===== src/rtl/store_packer.sv =====
// rtl/store_packer.sv - store-side narrowing, lane replication, byte enables and AdES detection
// One-entry holding register between the M-stage store path and the data/device bus.
module store_packer #(
   parameter logic [31:0] DM_LIMIT  = 32'h0000_2FFF,
   parameter logic [31:0] DEV_BASE  = 32'h0000_7F00,
   parameter logic [31:0] DEV_LIMIT = 32'h0000_7F1B
) (
   input  logic        clk,
   input  logic        reset,
   input  logic        req_valid,
   output logic        req_ready,
   input  logic [1:0]  st_op,
   input  logic [31:0] addr,
   input  logic [31:0] wdata_in,
   output logic        bus_valid,
   input  logic        bus_ready,
   output logic [31:0] bus_addr,
   output logic [3:0]  bus_be,
   output logic [31:0] bus_wdata,
   output logic        exc_ades,
   output logic [31:0] exc_addr
);

   localparam logic [1:0] OP_SW = 2'd0;
   localparam logic [1:0] OP_SH = 2'd1;
   localparam logic [1:0] OP_SB = 2'd2;

   typedef enum logic {IDLE, PEND} state_t;

   state_t      state;
   logic        accept;
   logic        legal;
   logic        in_dm;
   logic        in_dev;
   logic [3:0]  next_be;
   logic [31:0] next_wdata;

   assign req_ready = (state == IDLE) | bus_ready;
   assign accept    = req_valid & req_ready;

   assign in_dm  = (addr <= DM_LIMIT);
   assign in_dev = (addr >= DEV_BASE) && (addr <= DEV_LIMIT);

   always_comb begin
      legal = 1'b1;
      if (st_op == 2'd3)
         legal = 1'b0;
      if ((st_op == OP_SW) && (addr[1:0] != 2'b00))
         legal = 1'b0;
      if ((st_op == OP_SH) && addr[0])
         legal = 1'b0;
      if (!in_dm && !in_dev)
         legal = 1'b0;
      // device registers only accept full-word writes
      if (in_dev && (st_op != OP_SW))
         legal = 1'b0;
   end

   always_comb begin
      next_be    = 4'b1111;
      next_wdata = wdata_in;
      case (st_op)
         OP_SH: begin
            next_be    = addr[1] ? 4'b1100 : 4'b0011;
            next_wdata = {2{wdata_in[15:0]}};
         end
         OP_SB: begin
            next_be    = 4'b0001 << addr[1:0];
            next_wdata = {4{wdata_in[7:0]}};
         end
         default: begin
            next_be    = 4'b1111;
            next_wdata = wdata_in;
         end
      endcase
   end

   always_ff @(posedge clk or posedge reset) begin
      if (reset) begin
         state     <= IDLE;
         bus_valid <= 1'b0;
         bus_addr  <= 32'd0;
         bus_be    <= 4'd0;
         bus_wdata <= 32'd0;
         exc_ades  <= 1'b0;
         exc_addr  <= 32'd0;
      end else begin
         exc_ades <= 1'b0;
         if (accept && legal) begin
            state     <= PEND;
            bus_valid <= 1'b1;
            bus_addr  <= {addr[31:2], 2'b00};
            bus_be    <= next_be;
            bus_wdata <= next_wdata;
         end else begin
            if (accept) begin
               exc_ades <= 1'b1;
               exc_addr <= addr;
            end
            // payload registers keep their last value after the drain
            if ((state == PEND) && bus_ready) begin
               state     <= IDLE;
               bus_valid <= 1'b0;
            end
         end
      end
   end

endmodule

===== config.mk =====
export PLATFORM = sky130hd
export DESIGN_NAME = store_packer
export DESIGN_NICKNAME = d
export VERILOG_FILES = /design/src/rtl/store_packer.sv
export SDC_FILE = /design/constraint.sdc
export NUM_CORES = 1
export LEC_CHECK = 0
export BUFFER_PORTS_ARGS = -buffer_cell sky130_fd_sc_hd__buf_2
export CAP_MARGIN = 0
export CORE_MARGIN = 5
export CORE_UTILIZATION = 43
export DETAILED_ROUTE_END_ITERATION = 6
export GPL_ROUTABILITY_DRIVEN = 1
export GPL_TIMING_DRIVEN = 0
export PLACE_DENSITY = 0.72
export REMOVE_ABC_BUFFERS = 1
export SLEW_MARGIN = 20
export SYNTH_ARGS = -nofsm -noshare
export SYNTH_HDL_FRONTEND = slang
export SYNTH_SLANG_ARGS = --single-unit
export TNS_END_PERCENT = 50

===== constraint.sdc =====
create_clock -name clk -period 2.7 [get_ports clk]
set_input_delay 0.27 -clock clk [delete_from_list [all_inputs] [get_ports clk]]
set_output_delay 0.27 -clock clk [all_outputs]
set_load 0.1 [all_outputs]

======== Word-level counts from Yosys, hierarchy flattened ========
Index checks and enable logic that the tools add are counted.
operators by class
  multipliers ............................. 0
  eq/ne operators ......................... 3
  bitwise operators ....................... 4
  div/mod/pow operators ................... 0
  shifts and indexed selects .............. 1
  magnitude comparators ................... 3
  add/sub/neg operators ................... 0
  muxes and demuxes ....................... 12
  reductions and logical operators ........ 14
operators by type and width
  operator              number
  $pmux 32 s2           1
  $ge 32x15->1 const B  1
  $le 32x14->1 const B  1
  $le 32x15->1 const B  1
  $mux 1                9
  $pmux 4 s2            1
  $logic_and 1x1->1     7
  $reduce_bool 2->1     3
  $eq 2x2->1 const B    2
  $mux 4                1
  $shl 1x2->4 const A   1
  $eq 2x1->1 const B    1
  $logic_not 1->1       2
  $logic_not 2->1       1
  $not 1->1             2
  $reduce_and 2->1      1
  $and 1x1->1           1
  $or 1x1->1            1
word-level totals
  bits in writable memories ............... 0
  ROM bits ................................ 0
  register bits ........................... 100
  memories ................................ 0
  input bits .............................. 70
  latch bits .............................. 0
  output and inout bits ................... 103
  word-level logic and storage cells ...... 43

======== Logic depth before layout (Yosys ltp) ========
  depth in word-level cells ............... 9
  depth in mapped cells ................... 8
  gate-level depth less buffers ........... 6

======== Worst setup path before layout ========
OpenSTA, ideal clock, no wires.
  kind .................................... flip-flop to flip-flop
  from .................................... register state
  to ...................................... register bus_be[0]
  arrival ................................. 3.050 ns
  buffers on the path ..................... 3
  slack ................................... -0.475 ns
  setup time .............................. 0.125 ns
  period minus slack after synthesis ...... 3.175 ns
  cell stages (with the launch flop) ...... 8
  data required time ...................... 2.575 ns
  path through ............................ dfrtp_1 > nand2b_1 > and2_1 > clkbuf_1 > nor4b_4 > buf_4 > buf_4 > mux2_2
between the ends
  cells in the longest elaborated chain, start to end .. 4
ends and longest elaborated chain
  element                 line  RTL
  start, declared         30    state_t state;
  start signal, assigned  80    state <= IDLE;
  start signal, assigned  90    state <= PEND;
  start signal, assigned  102   state <= IDLE;
  $not 1->1               38    assign req_ready = (state == IDLE) | bus_ready;
  $or 1x1->1              38
  net req_ready           11    output logic req_ready,
  $and 1x1->1             39    assign accept = req_valid & req_ready;
  $logic_and 1x1->1       89    if (accept && legal) begin
  end signal, assigned    93    bus_be <= next_be;
  end, declared           18    output logic [3:0] bus_be,
The timed path passes the listed nets, and every way through them passes these cells.
A chain may end at the register's enable or synchronous reset.

======== Final worst setup path ========
  from .................................... input port st_op[1]
  to ...................................... register bus_wdata[2]
between the ends
  cells in the longest elaborated chain, start to end .. 7
  elaborated cells between the ends (all ways) .. 13
  those cells by class .................... eq/ne (2); mux (5); reduce/logical (6)
ends and longest elaborated chain
  element                                               line    RTL
  start, declared                                       12      input logic [1:0] st_op,
  $eq 2x2->1 / $logic_not 2->1 (equally long branches)  46, 48
  $mux 1 / $logic_and 1x1->1 (equally long branches)    46, 48
  $mux 1                                                48      if ((st_op == OP_SW) && (addr[1:0] != 2'b00))
  $mux 1                                                50      if ((st_op == OP_SH) && addr[0])
  $mux 1                                                52      if (!in_dm && !in_dev)
  $mux 1 (*)                                            55      if (in_dev && (st_op != OP_SW))
  $logic_and 1x1->1 (*)                                 89
  end signal, assigned                                  94      bus_wdata <= next_wdata;
  end, declared                                         19      output logic [31:0] bus_wdata,
Mark *: on every way between the ends. The rest lies on a longest branch, timed or not.

==> flow_summary.toml <==
[final_layout]
final_layout_size_suffix_gt1_share_pct = 54.8
fin_area_um2 = 5460
area_growth_pct = 29.2
mostFrequentLayoutCell = "buf_2"
antenna_cells = 0
fin_nets = 563
final_cell_mix = "buf_2, dfrtp_1, mux2_2"

[cts]
htree_num_levels = 3
clk_pin_slew_ns = 0.09
clkSinkCount = 100
cts-root-buf = "clkbuf_8"
cts_buffer_depth = 2
cts_tree = "built"
clock_latency_ns = 0.36
numCtsBuffers = 9

[synth]
netlist_area_um2 = 4220
synth_top_area_share_pct = 59.2
yosysSeqAreaShare_pct = 59.2
yosys_warnings = 0
ys_top_cells_by_area = "dfrtp_1, mux2_2, a22o_1"
synthDistinctLibCells = 31
synth.avg_cell_area_um2 = 13.4
synth_edf_count = 0
synth_flop_cell = "dfrtp_1"
netlist_instances = 316
ys_async_sr_fraction_pct = 100
synth_largest_area_cell = "dfrtp_1"
ys_seq_elements = 100

[drt]
met3_length_um = 736
top_layer_used = "met4"
via_count = 3112
wirelength_um = 10300
ant_nets = 0
initialDrtViolationCount = 122
drc_errors = 0
wl_met2_um = 5230
wl_per_cell_um = 16.4
wl_met1_um = 4200
post_drt_via_cell_ratio = 4.97
first_pass_iters = 4

[floorplan]
die_area_um2 = 11900
die_h_um = 109
start_util_pct = 43.6
core_um2 = 9680
rows = 36
ioPinCount = 173
die_x_um = 109

[setup_path]
crit_type = "in -> reg"
reg2regPathDepth = 8
regToRegStartpoint = "state"
cp.required_ns = 2.95
path_delay_family = "buffers and inverters"
crit_path_end_kind = "flip-flop"
path_cells = "buf_2 > inv_1 > ha_1 > o21ai_0 > nand4_1 > nor4b_4 > buf_4 > buf_6 > buf_4 > buf_6 > mux2_2"
worst-path-stages = 11
cp-start-kind = "input port"
cp.buffers_inverters = 6
setup.worst_path.start = "st_op[1]"
max_stage_delay_ns = 0.37
cp_max_fo = 15
r2r_slack_ns = 0.38
cp-endpoint = "bus_wdata[2]"
r2r_end = "bus_wdata[2]"
cp.arrival_ns = 2.73
slowest_stage = "ha_1"

[global_route]
grt_pass1_vias = 3211
grt_first_pass_wirelength_um = 16200
grtUsageTotal_pct = 17.6
overflow = 0
antenna_found_initial = 0
grt_max_degree = 61

[worst_hold_path]
hp-start = "addr[16]"
min-delay-path-class = "in -> reg"

[sta]
slew_viol_final = 0
fin_tns_setup_ns = 0
slew_headroom_pct = 55.2
hold_viol = 0
holdWs_ns = 0.149
finClkSkew_ns = 0.00798
setup_viol = 0
final.period_utilization_pct = 91.9
period_minus_slack_ns = 2.48
rsz0062_at_grt = "false"
worst_pin_slew_ns = 0.669
max_freq_ghz = 0.403

[outcome]
status = "finished clean"

[power]
power_leakage_nw = 3.01
powerDensity_nw_per_um2 = 568
ir_worst_vdd_mv = 0.345

[place]
place.gp.congestion = 0.768
place.detailed.hpwl_um = 7820
port-buffer-count = 170
place_area_um2 = 5260

[job]
drv_cap = 0
## cells in the mapped netlist, drive strengths merged (2+ instances only)
cell / instances
o22ai: 8
mux2: 67
inv: 15
ha: 4
nor4: 3
nor2: 9
and2: 2
nand2: 9
and4b: 2
nand2b: 2
a211oi: 2
a22o: 22
nor2b: 17
buf: 15
o21ai: 5
a22oi: 8
clkbuf: 7
a21oi: 10
dfrtp: 100
## area by class of cell
| class | count | area [µm²] |
|---|---|---|
| Timing Repair Buffer | 183 | 1000 |
| Clock buffer | 11 | 141 |
| Fill cell | 821 | 4230 |
| Inverter | 15 | 61.3 |
| Tap cell | 133 | 166 |
| Clock inverter | 4 | 26.3 |
| Multi-Input combinational cell | 180 | 1560 |
| Sequential cell | 100 | 2500 |
## kinds of logic after synthesis
logic type,after synthesis,share of synthesized area (%)
and+or+nand+nor,49,6.87
DFF,100,59.2
buffers and inverters,37,4.29
adders and majority gates,4,1.18
AOI/OAI and AO/OA,58,10.5
muxes,67,17.9
other,1,0.0888
## through the flow
step	instances	power (mW)	setup slack, ns	utilization [%]
2_1_floorplan	295	2.11	-2.08	-
3_3_place_gp	598	2.26	-2.27	52.9
3_5_place_dp	607	2.28	-0.417	54.3
4_1_cts	626	3.14	0.165	56.3
5_1_grt	626	3.24	0.108	56.4
6_report	626	3.10	0.220	56.4
## where the power goes
group | total (mW) | internal (mW) | switching [mW]
Sequential | 1.56 | 1.54 | 0.0225
Clock | 0.846 | 0.354 | 0.492
Combinational | 0.687 | 0.157 | 0.530
Total | 3.10 | 2.05 | 1.04
## state kept, by name (all words and copies together) (netlist names)
register   flops
bus_wdata     32
bus_addr      30
exc_ades       1
exc_addr      32
state          1
bus_be         4
## metal layers
layer,vias to the layer above,GRT usage (%)
met2,105,28.6
met5,-,0
met1,1523,23.0
met4,0,4.87
li1,1473,-
met3,11,5.33
## worst min-delay path by stage
stage | end | slack [ns] | depth (start not counted)
floorplan | exc_addr[15] | 0.41 | 1
global placement | bus_addr[23] | 0.48 | 1
detailed placement | bus_wdata[7] | 0.31 | 2
CTS | exc_addr[16] | 0.14 | 2
global route | exc_addr[30] | 0.13 | 2
finish | exc_addr[16] | 0.15 | 2
## timing repair
item	4_1_cts	5_1_grt
setup buffers	3	0
hold endpoints to repair	40	0
gates resized for setup	0	1
hold buffers	1	0
setup endpoints to repair	7	5
Note: power is estimated with default switching activity, not from simulation.
